`config.mk`:
```
export PLATFORM = sky130hd
export DESIGN_NAME = mem_arbiter
export DESIGN_NICKNAME = d
export VERILOG_FILES = /design/src/rtl/mem_arb_pkg.sv /design/src/rtl/mem_arbiter_fill_counter.sv /design/src/rtl/mem_arbiter.sv
export SDC_FILE = /design/constraint.sdc
export NUM_CORES = 1
export LEC_CHECK = 0
export CAP_MARGIN = 5
export CORE_MARGIN = 2
export CORE_UTILIZATION = 40
export CTS_CLUSTER_SIZE = 40
export DETAILED_ROUTE_END_ITERATION = 7
export GPL_ROUTABILITY_DRIVEN = 0
export PLACE_DENSITY = 0.81
export SLEW_MARGIN = 40
export SYNTH_ARGS = -nofsm -noshare
export SYNTH_HDL_FRONTEND = slang
export SYNTH_HIERARCHICAL = 1
export SYNTH_SLANG_ARGS = --single-unit
```
`constraint.sdc`:
```
create_clock -name clk -period 2.3 [get_ports clk]
set_input_delay 0.46 -clock clk [delete_from_list [all_inputs] [get_ports clk]]
set_output_delay 0.46 -clock clk [all_outputs]
set_load 0.03 [all_outputs]
```
`src/rtl/mem_arb_pkg.sv`:
```
// Shared types and sizing helpers for the memory arbiter and its fill counter.
package mem_arb_pkg;

   localparam int unsigned BLOCK_WORDS_DEF = 8;

   typedef enum logic [1:0] {
      ST_IDLE   = 2'd0,
      ST_WRITE  = 2'd1,
      ST_FILL_I = 2'd2,
      ST_FILL_D = 2'd3
   } arb_state_t;

   // Bits needed to index a word inside a block.
   function automatic int unsigned idx_w(input int unsigned words);
      return $clog2(words);
   endfunction

endpackage

```
`src/rtl/mem_arbiter_fill_counter.sv`:
```
// Issue and return word counters for block fills, with terminal flags.
module fill_counter
   import mem_arb_pkg::*;
#(
   parameter int unsigned BLOCK_WORDS = BLOCK_WORDS_DEF
) (
   input  logic                          clk,
   input  logic                          rst,
   input  logic                          i_clr,
   input  logic                          i_issue,
   input  logic                          i_ret,
   output logic [idx_w(BLOCK_WORDS)-1:0] o_issue_idx,
   output logic [idx_w(BLOCK_WORDS)-1:0] o_ret_idx,
   output logic                          o_issue_done,
   output logic                          o_ret_last
);

   localparam int unsigned IDX_W = idx_w(BLOCK_WORDS);
   // One extra bit so the issue count can reach BLOCK_WORDS without wrapping.
   localparam int unsigned CNT_W = IDX_W + 1;

   logic [CNT_W-1:0] r_issue_cnt;
   logic [CNT_W-1:0] r_ret_cnt;

   always_ff @(posedge clk or posedge rst) begin
      if (rst) begin
         r_issue_cnt <= '0;
         r_ret_cnt   <= '0;
      end else if (i_clr) begin
         r_issue_cnt <= '0;
         r_ret_cnt   <= '0;
      end else begin
         if (i_issue) r_issue_cnt <= r_issue_cnt + CNT_W'(1);
         if (i_ret)   r_ret_cnt   <= r_ret_cnt + CNT_W'(1);
      end
   end

   assign o_issue_idx  = r_issue_cnt[IDX_W-1:0];
   assign o_ret_idx    = r_ret_cnt[IDX_W-1:0];
   assign o_issue_done = (r_issue_cnt == CNT_W'(BLOCK_WORDS));
   assign o_ret_last   = (r_ret_cnt == CNT_W'(BLOCK_WORDS - 1));

endmodule

```
`src/rtl/mem_arbiter.sv`:
```
// Arbitrates the unified memory between I-side fills and D-side fills/write-through.
// Optional MEM_ARB_RR_EN: alternate priority on simultaneous requests.
module mem_arbiter
   import mem_arb_pkg::*;
#(
   parameter int unsigned ADDR_W      = 16,
   parameter int unsigned DATA_W      = 16,
   parameter int unsigned BLOCK_WORDS = BLOCK_WORDS_DEF
) (
   input  logic                          clk,
   input  logic                          rst,
   input  logic                          i_req,
   input  logic [ADDR_W-1:0]             i_addr,
   input  logic                          d_req,
   input  logic                          d_we,
   input  logic [ADDR_W-1:0]             d_addr,
   input  logic [DATA_W-1:0]             d_wdata,
   output logic                          i_fill_valid,
   output logic                          d_fill_valid,
   output logic [idx_w(BLOCK_WORDS)-1:0] fill_idx,
   output logic [DATA_W-1:0]             fill_data,
   output logic                          i_done,
   output logic                          d_done,
   output logic                          busy,
   output logic                          mem_en,
   output logic                          mem_wr,
   output logic [ADDR_W-1:0]             mem_addr,
   output logic [DATA_W-1:0]             mem_wdata,
   input  logic                          mem_data_valid,
   input  logic [DATA_W-1:0]             mem_rdata
);

   localparam int unsigned IDX_W = idx_w(BLOCK_WORDS);

   arb_state_t        r_state;
   arb_state_t        w_next_state;
   logic [ADDR_W-1:1] r_addr;
   logic [DATA_W-1:0] r_wdata;

   logic              w_pick_d;
   logic              w_grant;
   logic [ADDR_W-1:0] w_grant_addr;
   logic              w_filling;
   logic              w_issue;
   logic              w_ret;
   logic              w_clr;
   logic [IDX_W-1:0]  w_issue_idx;
   logic [IDX_W-1:0]  w_ret_idx;
   logic              w_issue_done;
   logic              w_ret_last;
   logic              w_unused;

`ifdef MEM_ARB_RR_EN
   // 1 = D side wins the next tie; flips toward the side not granted last.
   logic r_prio_d;

   always_ff @(posedge clk or posedge rst) begin
      if (rst)          r_prio_d <= 1'b1;
      else if (w_grant) r_prio_d <= ~w_pick_d;
   end

   assign w_pick_d = d_req & (~i_req | r_prio_d);
`else
   assign w_pick_d = d_req;
`endif

   assign w_grant      = (r_state == ST_IDLE) & (i_req | d_req);
   assign w_grant_addr = w_pick_d ? d_addr : i_addr;
   assign w_filling    = (r_state == ST_FILL_I) | (r_state == ST_FILL_D);
   assign w_issue      = w_filling & ~w_issue_done;
   assign w_ret        = w_filling & mem_data_valid;
   assign w_clr        = (w_next_state == ST_IDLE);
   // Byte-offset bit is never used: writes and fills are word aligned.
   assign w_unused     = w_grant_addr[0];

   fill_counter #(
      .BLOCK_WORDS (BLOCK_WORDS)
   ) u_fill_counter (
      .clk          (clk),
      .rst          (rst),
      .i_clr        (w_clr),
      .i_issue      (w_issue),
      .i_ret        (w_ret),
      .o_issue_idx  (w_issue_idx),
      .o_ret_idx    (w_ret_idx),
      .o_issue_done (w_issue_done),
      .o_ret_last   (w_ret_last)
   );

   always_ff @(posedge clk or posedge rst) begin
      if (rst) r_state <= ST_IDLE;
      else     r_state <= w_next_state;
   end

   // Request address and write data are captured only at the grant edge.
   always_ff @(posedge clk or posedge rst) begin
      if (rst) begin
         r_addr  <= '0;
         r_wdata <= '0;
      end else if (w_grant) begin
         r_addr  <= w_grant_addr[ADDR_W-1:1];
         r_wdata <= d_wdata;
      end
   end

   always_comb begin
      w_next_state = r_state;
      busy         = (r_state != ST_IDLE);
      mem_en       = 1'b0;
      mem_wr       = 1'b0;
      mem_addr     = '0;
      mem_wdata    = '0;
      i_fill_valid = 1'b0;
      d_fill_valid = 1'b0;
      fill_idx     = '0;
      fill_data    = '0;
      i_done       = 1'b0;
      d_done       = 1'b0;

      case (r_state)
         ST_IDLE: begin
            if (w_pick_d)   w_next_state = d_we ? ST_WRITE : ST_FILL_D;
            else if (i_req) w_next_state = ST_FILL_I;
         end

         ST_WRITE: begin
            mem_en       = 1'b1;
            mem_wr       = 1'b1;
            mem_addr     = {r_addr, 1'b0};
            mem_wdata    = r_wdata;
            d_done       = 1'b1;
            w_next_state = ST_IDLE;
         end

         ST_FILL_I, ST_FILL_D: begin
            if (!w_issue_done) begin
               mem_en   = 1'b1;
               mem_addr = {r_addr[ADDR_W-1:IDX_W+1], w_issue_idx, 1'b0};
            end
            // Returns may overlap issues; each valid word goes to the owner.
            if (mem_data_valid) begin
               fill_idx  = w_ret_idx;
               fill_data = mem_rdata;
               if (r_state == ST_FILL_I) i_fill_valid = 1'b1;
               else                      d_fill_valid = 1'b1;
               if (w_ret_last) begin
                  if (r_state == ST_FILL_I) i_done = 1'b1;
                  else                      d_done = 1'b1;
                  w_next_state = ST_IDLE;
               end
            end
         end

         default: w_next_state = ST_IDLE;
      endcase
   end

endmodule
```
==> results of run 1 <==
-- layout make-up --
cell class / count / area (µm²)
sequential: 41 / 1030
tap: 75 / 93.8
multi-input combinational: 139 / 1250
clock buffer: 5 / 68.8
inverter: 5 / 18.8
clock inverter: 3 / 17.5
timing repair buffer: 140 / 1260
fill: 486 / 2180
-- cell families (layout without fill, tap and decap cells) --
kind of cell	count (synthesis)	after routing	synth area share (%)
simple gates	71	71	17.6
mux	50	50	27.1
flops	41	41	41.7
buf+inv	26	153	7.43
compound gates	12	12	3.77
fa+ha+maj	3	3	1.53
xor+xnor	2	2	0.713
other cells	1	1	0.153
-- worst reg2reg max path: cells and delay by family (launching register included) --
kind | cells | cell delay (ps)
fa+ha+maj | 1 | 170
flops | 1 | 400
buf+inv | 2 | 270
simple gates | 3 | 570
mux | 1 | 340
-- registers in the layout (all words and copies together) (netlist names) --
signal,flops
u_fill_counter/r_ret_cnt,4
r_state,2
r_wdata,16
u_fill_counter/r_issue_cnt,4
r_addr,15
-- power groups by stage --
stage / Clock, W / Combinational, W / Sequential [W]
floorplan: 0 / 0.00180 / 0.00125
global placement: 0 / 0.00243 / 0.00130
detailed placement: 0 / 0.00247 / 0.00131
CTS: 0.000479 / 0.00248 / 0.00131
global route: 0.000510 / 0.00270 / 0.00136
finish: 0.000461 / 0.00253 / 0.00131
-- timing repair --
action | CTS | global route
setup endpoints to repair | 0 | 12
resized for setup | 0 | 4
buffers inserted | 0 | 4
-- per-layer routing --
metal / vias up / wire (µm)
li1: 948 / -
met1: 922 / 2410
met2: 99 / 2850
met3: 6 / 618
met4: 0 / 62
met5: - / 0
-- placed cells by master, fill, tap and decap left out, drive strengths merged --
cell type	count
a22o	4
and3b	2
buf	72
nand4	2
a21oi	3
nor2b	5
and2	30
dfrtp	41
mux2	48
ha	3
nand2	1
a21boi	1
and2b	1
and3	20
nand3b	2
o21a	1
inv	5
conb	1
clkinvlp	1
mux2i	2
a21o	1
clkdlybuf4s50	68
nor2	8
clkinv	2
clkbuf	5
a21bo	2
xnor2	2
-- stage by stage --
step | setup slack, ps | instances | total power [W] | hold WS (ps) | cell area (µm²)
after global routing | -6.83 | 408 | 0.00457 | 501 | 3740
after detailed placement | 280 | 395 | 0.00379 | 487 | 3610
final | 101 | 408 | 0.00430 | 452 | 3740
after global placement | 300 | 395 | 0.00373 | 482 | 3610
after floorplan | 259 | 206 | 0.00305 | 276 | 2460
after CTS | 14.5 | 403 | 0.00427 | 457 | 3700
-- worst paths after layout --
path                                          startpoint                            end  cells past startpoint
hold reg to reg                               r_wdata[6]                     r_wdata[6]                      1
setup reg to reg           u_fill_counter/r_issue_cnt[1]  u_fill_counter/r_issue_cnt[3]                      7
max in group asynchronous                            rst                     r_state[1]                      3
hold / removal                                       rst  u_fill_counter/r_issue_cnt[2]                      2
min in group clk                              r_wdata[6]                     r_wdata[6]                      1
setup / recovery           u_fill_counter/r_issue_cnt[1]                   mem_addr[13]                      7
==> metrics.cfg, run 1 <==
[global_route]
antenna_found_initial=0
grt.busiest_layer=met2
grt.total_usage_pct=16.9
gr-usage-met3_pct=5.43
grt.met2_usage_pct=28.9
grt_start_max_net_pins=30
overflow=0
grt_pass1_vias=1841
grt_first_pass_wirelength_mm=8.55
use_met1_pct=20.2

[yosys]
synth_flop_cell=dfrtp_1
synth-seq-area-share_pct=41.7
synth_edf_count=0
synth_most_common_cell=dfrtp_1
yosys_warnings=6
netlist_instances=206
ys_ff_latch=41
syn_nets=279
yosysTopAreaCellShare_pct=41.7
yosys.area.top_type=dfrtp_1
yosysUniqueCellTypes=31
async_flop_share_pct=100
syn_area_mm2=0.00246
synth_top_cells_by_area=dfrtp_1, mux2_4, mux2_2
synth_commonest_cells=dfrtp_1, and2_1, mux2_4
synth.avg_cell_area_um2=11.9

[critical_path]
path_max_fanout=7
r2r_slack_ps=440
cp.buffers_inverters=3
critPathRequiredTime_ps=1840
worstSetupStartpointType=flop
slowest_stage=dfrtp_1
criticalPathCategory=reg -> out
critPathTopFamily=flip-flops
crit_top_cell=buf_4
slowest_delay_ps=400
arrival_ps=1740
crit_chain=inv_1, ha_1, and3b_1, a21oi_2, buf_4, and2_1, buf_4
end_kind=output port

[route]
first_pass_iters=4
drt_iter0_markers=106
vias=1975
wl_per_cell_um=14.6
routed_wl_mm=5.95
postRouteAntennaNets=0
vias_per_cell=4.84
drc=0

[placement]
dp_hpwl_mm=4.48
port_buffers=124

[pwr]
sequentialPowerShare_pct=30.5
p_per_area_mw_per_mm2=1150
ir_worst_vdd_mv=0.603
p_sw_w=0.00169
power_frac_comb_pct=58.8
swShare_pct=39.3
cellInternalPower_w=0.00261
p_clk_share_pct=10.7
p_leak_nw=1.81

[timing]
setup_viol=0
fin_worst_skew_ps=7.69
slew_headroom_pct=59.4
drv_slew=0
finalCritPeriodShare_pct=95.6
fmax_ghz=0.455
worst_pin_slew_ps=608
layout_min_cycle_time_ps=2200
final-hold-violation-count=0
tns_ps=0

[worst_hold_path]
min_path_type=in -> async

[cts]
clkSlewWorstSetupHoldPaths_ps=70
htreeDepth=2
cts_tree=yes
cts_sinks=41
cts_hold_buffers=0
cts_buffer_depth=2
clk_latency_ps=300
cts_buffers=5
clockRootBuffer=clkbuf_8

[floorplan]
rows=28
ios=128
dieArea_mm2=0.00679
core-area_mm2=0.00592
start_util_pct=41.5
dieWidth_um=82.4
dieHeight_um=82.4

[outcome]
status=completed

[run]
drv_cap=0

[layout]
nets=405
fin_util_pct=63.2
n_antenna_cell=0
syn2layout_area_growth_pct=52.1
drive_above_1_share_pct=39.6

Power figures use the tool's default switching activity.
==> run 2: changes to the inputs <==
MAX_ROUTING_LAYER = met4   (was not set)
SETUP_SLACK_MARGIN = 0.15   (was not set)
==> metrics.cfg, run 2 (same netlist as run 1, synthesis figures left out) <==
[run]
drv_cap=0

[layout]
multi_input_area_mm2=0.00130
syn2layout_area_growth_pct=55.9
fill_cells=474
fin_util_pct=64.7
design_area_mm2=0.00383
mostFrequentLayoutCell=clkdlybuf4s50_1
mostFrequentLayoutCells=clkdlybuf4s50_1, buf_4, dfrtp_1, mux2_4, and3_1
nets=405
largest_register_ffs=16
seq_area_mm2=0.00103
reg_top3=r_wdata: 16 flops, r_addr: 15 flops
drive_above_1_share_pct=43.5
n_antenna_cell=0
top_register=r_wdata

[route]
vias_per_cell=4.87
postRouteAntennaNets=0
routed_wl_mm=6.14
drt_iter0_markers=100
wl_per_cell_um=15.0
drc=0
first_pass_iters=4
vias=1985

[critical_path]
arrival_ps=1690
criticalPathCategory=reg -> out
r2r_cells=7
path_max_fanout=4
end_kind=output port
worstSetupStartpointType=flop
critPathRequiredTime_ps=1840

[timing]
layout_min_cycle_time_ps=2150
tns_ps=0
setup_slack_ps=152
drv_slew=0
worst_pin_slew_ps=610
fmax_ghz=0.466
rsz0062_at_grt=true
finalCritPeriodShare_pct=93.4
final-hold-violation-count=0
setup_viol=0
slew_headroom_pct=59.3
fin_worst_skew_ps=7.69

[pwr]
p_sw_w=0.00176
cellInternalPower_w=0.00282
p_clk_share_pct=10.1
sequentialPowerShare_pct=28.7
p_per_area_mw_per_mm2=1200
power_frac_comb_pct=61.2
swShare_pct=38.5
p_leak_nw=1.85
ir_worst_vdd_mv=0.661

[global_route]
grt.total_usage_pct=17.4
grt_pass1_vias=1852
grt_start_max_net_pins=30
overflow=0
antenna_found_initial=0
grt_first_pass_wirelength_mm=8.60

[floorplan]
ios=128
dieWidth_um=82.4
rows=28
dieArea_mm2=0.00679
dieHeight_um=82.4
start_util_pct=41.5
core-area_mm2=0.00592

[placement]
port_buffers=124
placed_area_mm2=0.00361
dp_hpwl_mm=4.48
pre_cts_slack_ps=280

[cts]
cts_tree=yes
cts_sinks=41
clk_latency_ps=300
cts_buffers=5
cts_hold_buffers=0
clockRootBuffer=clkbuf_8
clkSlewWorstSetupHoldPaths_ps=70
htreeDepth=2
cts_buffer_depth=2

[worst_hold_path]
min_path_type=in -> async

[outcome]
status=completed

-- run 2: cell types whose count changed in the layout (fill, tap and decap cells not counted), moves of 12 or more --
cell | previous run | this run
buf_4 | 69 | 55
buf_6 | 0 | 14
and2_1 | 30 | 18
and2_4 | 0 | 12
-- run 2: layer usage --
| layer | share of wire [%] | track usage (%) | vias to the layer above |
|---|---|---|---|
| li1 | - | - | 947 |
| met1 | 40 | 20.4 | 933 |
| met2 | 49 | 29.1 | 99 |
| met3 | 10 | 5.22 | 6 |
| met4 | 1.0 | 5.00 | 0 |
| met5 | 0 | - | - |
-- run 2: metrics by stage --
stage	std cells	hold slack [ps]	total power, W
2_1_floorplan	206	276	0.00305
3_3_place_gp	395	482	0.00373
3_5_place_dp	395	487	0.00379
4_1_cts	406	457	0.00431
5_1_grt	408	501	0.00484
6_report	408	453	0.00458
-- run 2: worst paths after layout --
| check | from | slack (ps) | to |
|---|---|---|---|
| min in group clk | r_wdata[6] | 500 | r_wdata[6] |
| worst min-delay path | rst | 450 | u_fill_counter/r_ret_cnt[1] |
| max in group asynchronous | rst | 1220 | r_wdata[14] |
| worst max-delay path | u_fill_counter/r_issue_cnt[0] | 150 | mem_addr[1] |
| worst min register to register | r_wdata[6] | 500 | r_wdata[6] |
| worst max register to register | u_fill_counter/r_issue_cnt[0] | 480 | u_fill_counter/r_issue_cnt[3] |
-- run 2: area by class of cell --
type                            instances  share of cell area, %
Tap cell                               75                   2.45
Clock inverter                          3                  0.457
Inverter                                5                  0.490
Timing Repair Buffer                  140                   34.2
Multi-Input combinational cell        139                   33.8
Clock buffer                            5                   1.80
Sequential cell                        41                   26.8
-- run 2: timing repair --
| item | CTS | global route |
|---|---|---|
| endpoints found under the setup margin | 16 | 17 |
| resized for setup | 0 | 33 |
| pin swaps | 0 | 11 |
| buffers inserted | 3 | 1 |
| cloned | 0 | 1 |
-- run 2: worst max-delay path, cell delays in order (launching register included) --
cell and delay (ps):
dfrtp_1 350, inv_1 50, ha_2 160, and3b_2 210, nor2b_1 260, a22o_1 190
buf_4 160
-- run 2: power groups by stage --
stage	combinational [W]	clock, W	sequential, W
4_1_cts	0.00254	0.000479	0.00129
6_report	0.00280	0.000463	0.00131
5_1_grt	0.00297	0.000510	0.00136
2_1_floorplan	0.00180	0	0.00125
3_3_place_gp	0.00243	0	0.00130
3_5_place_dp	0.00247	0	0.00131
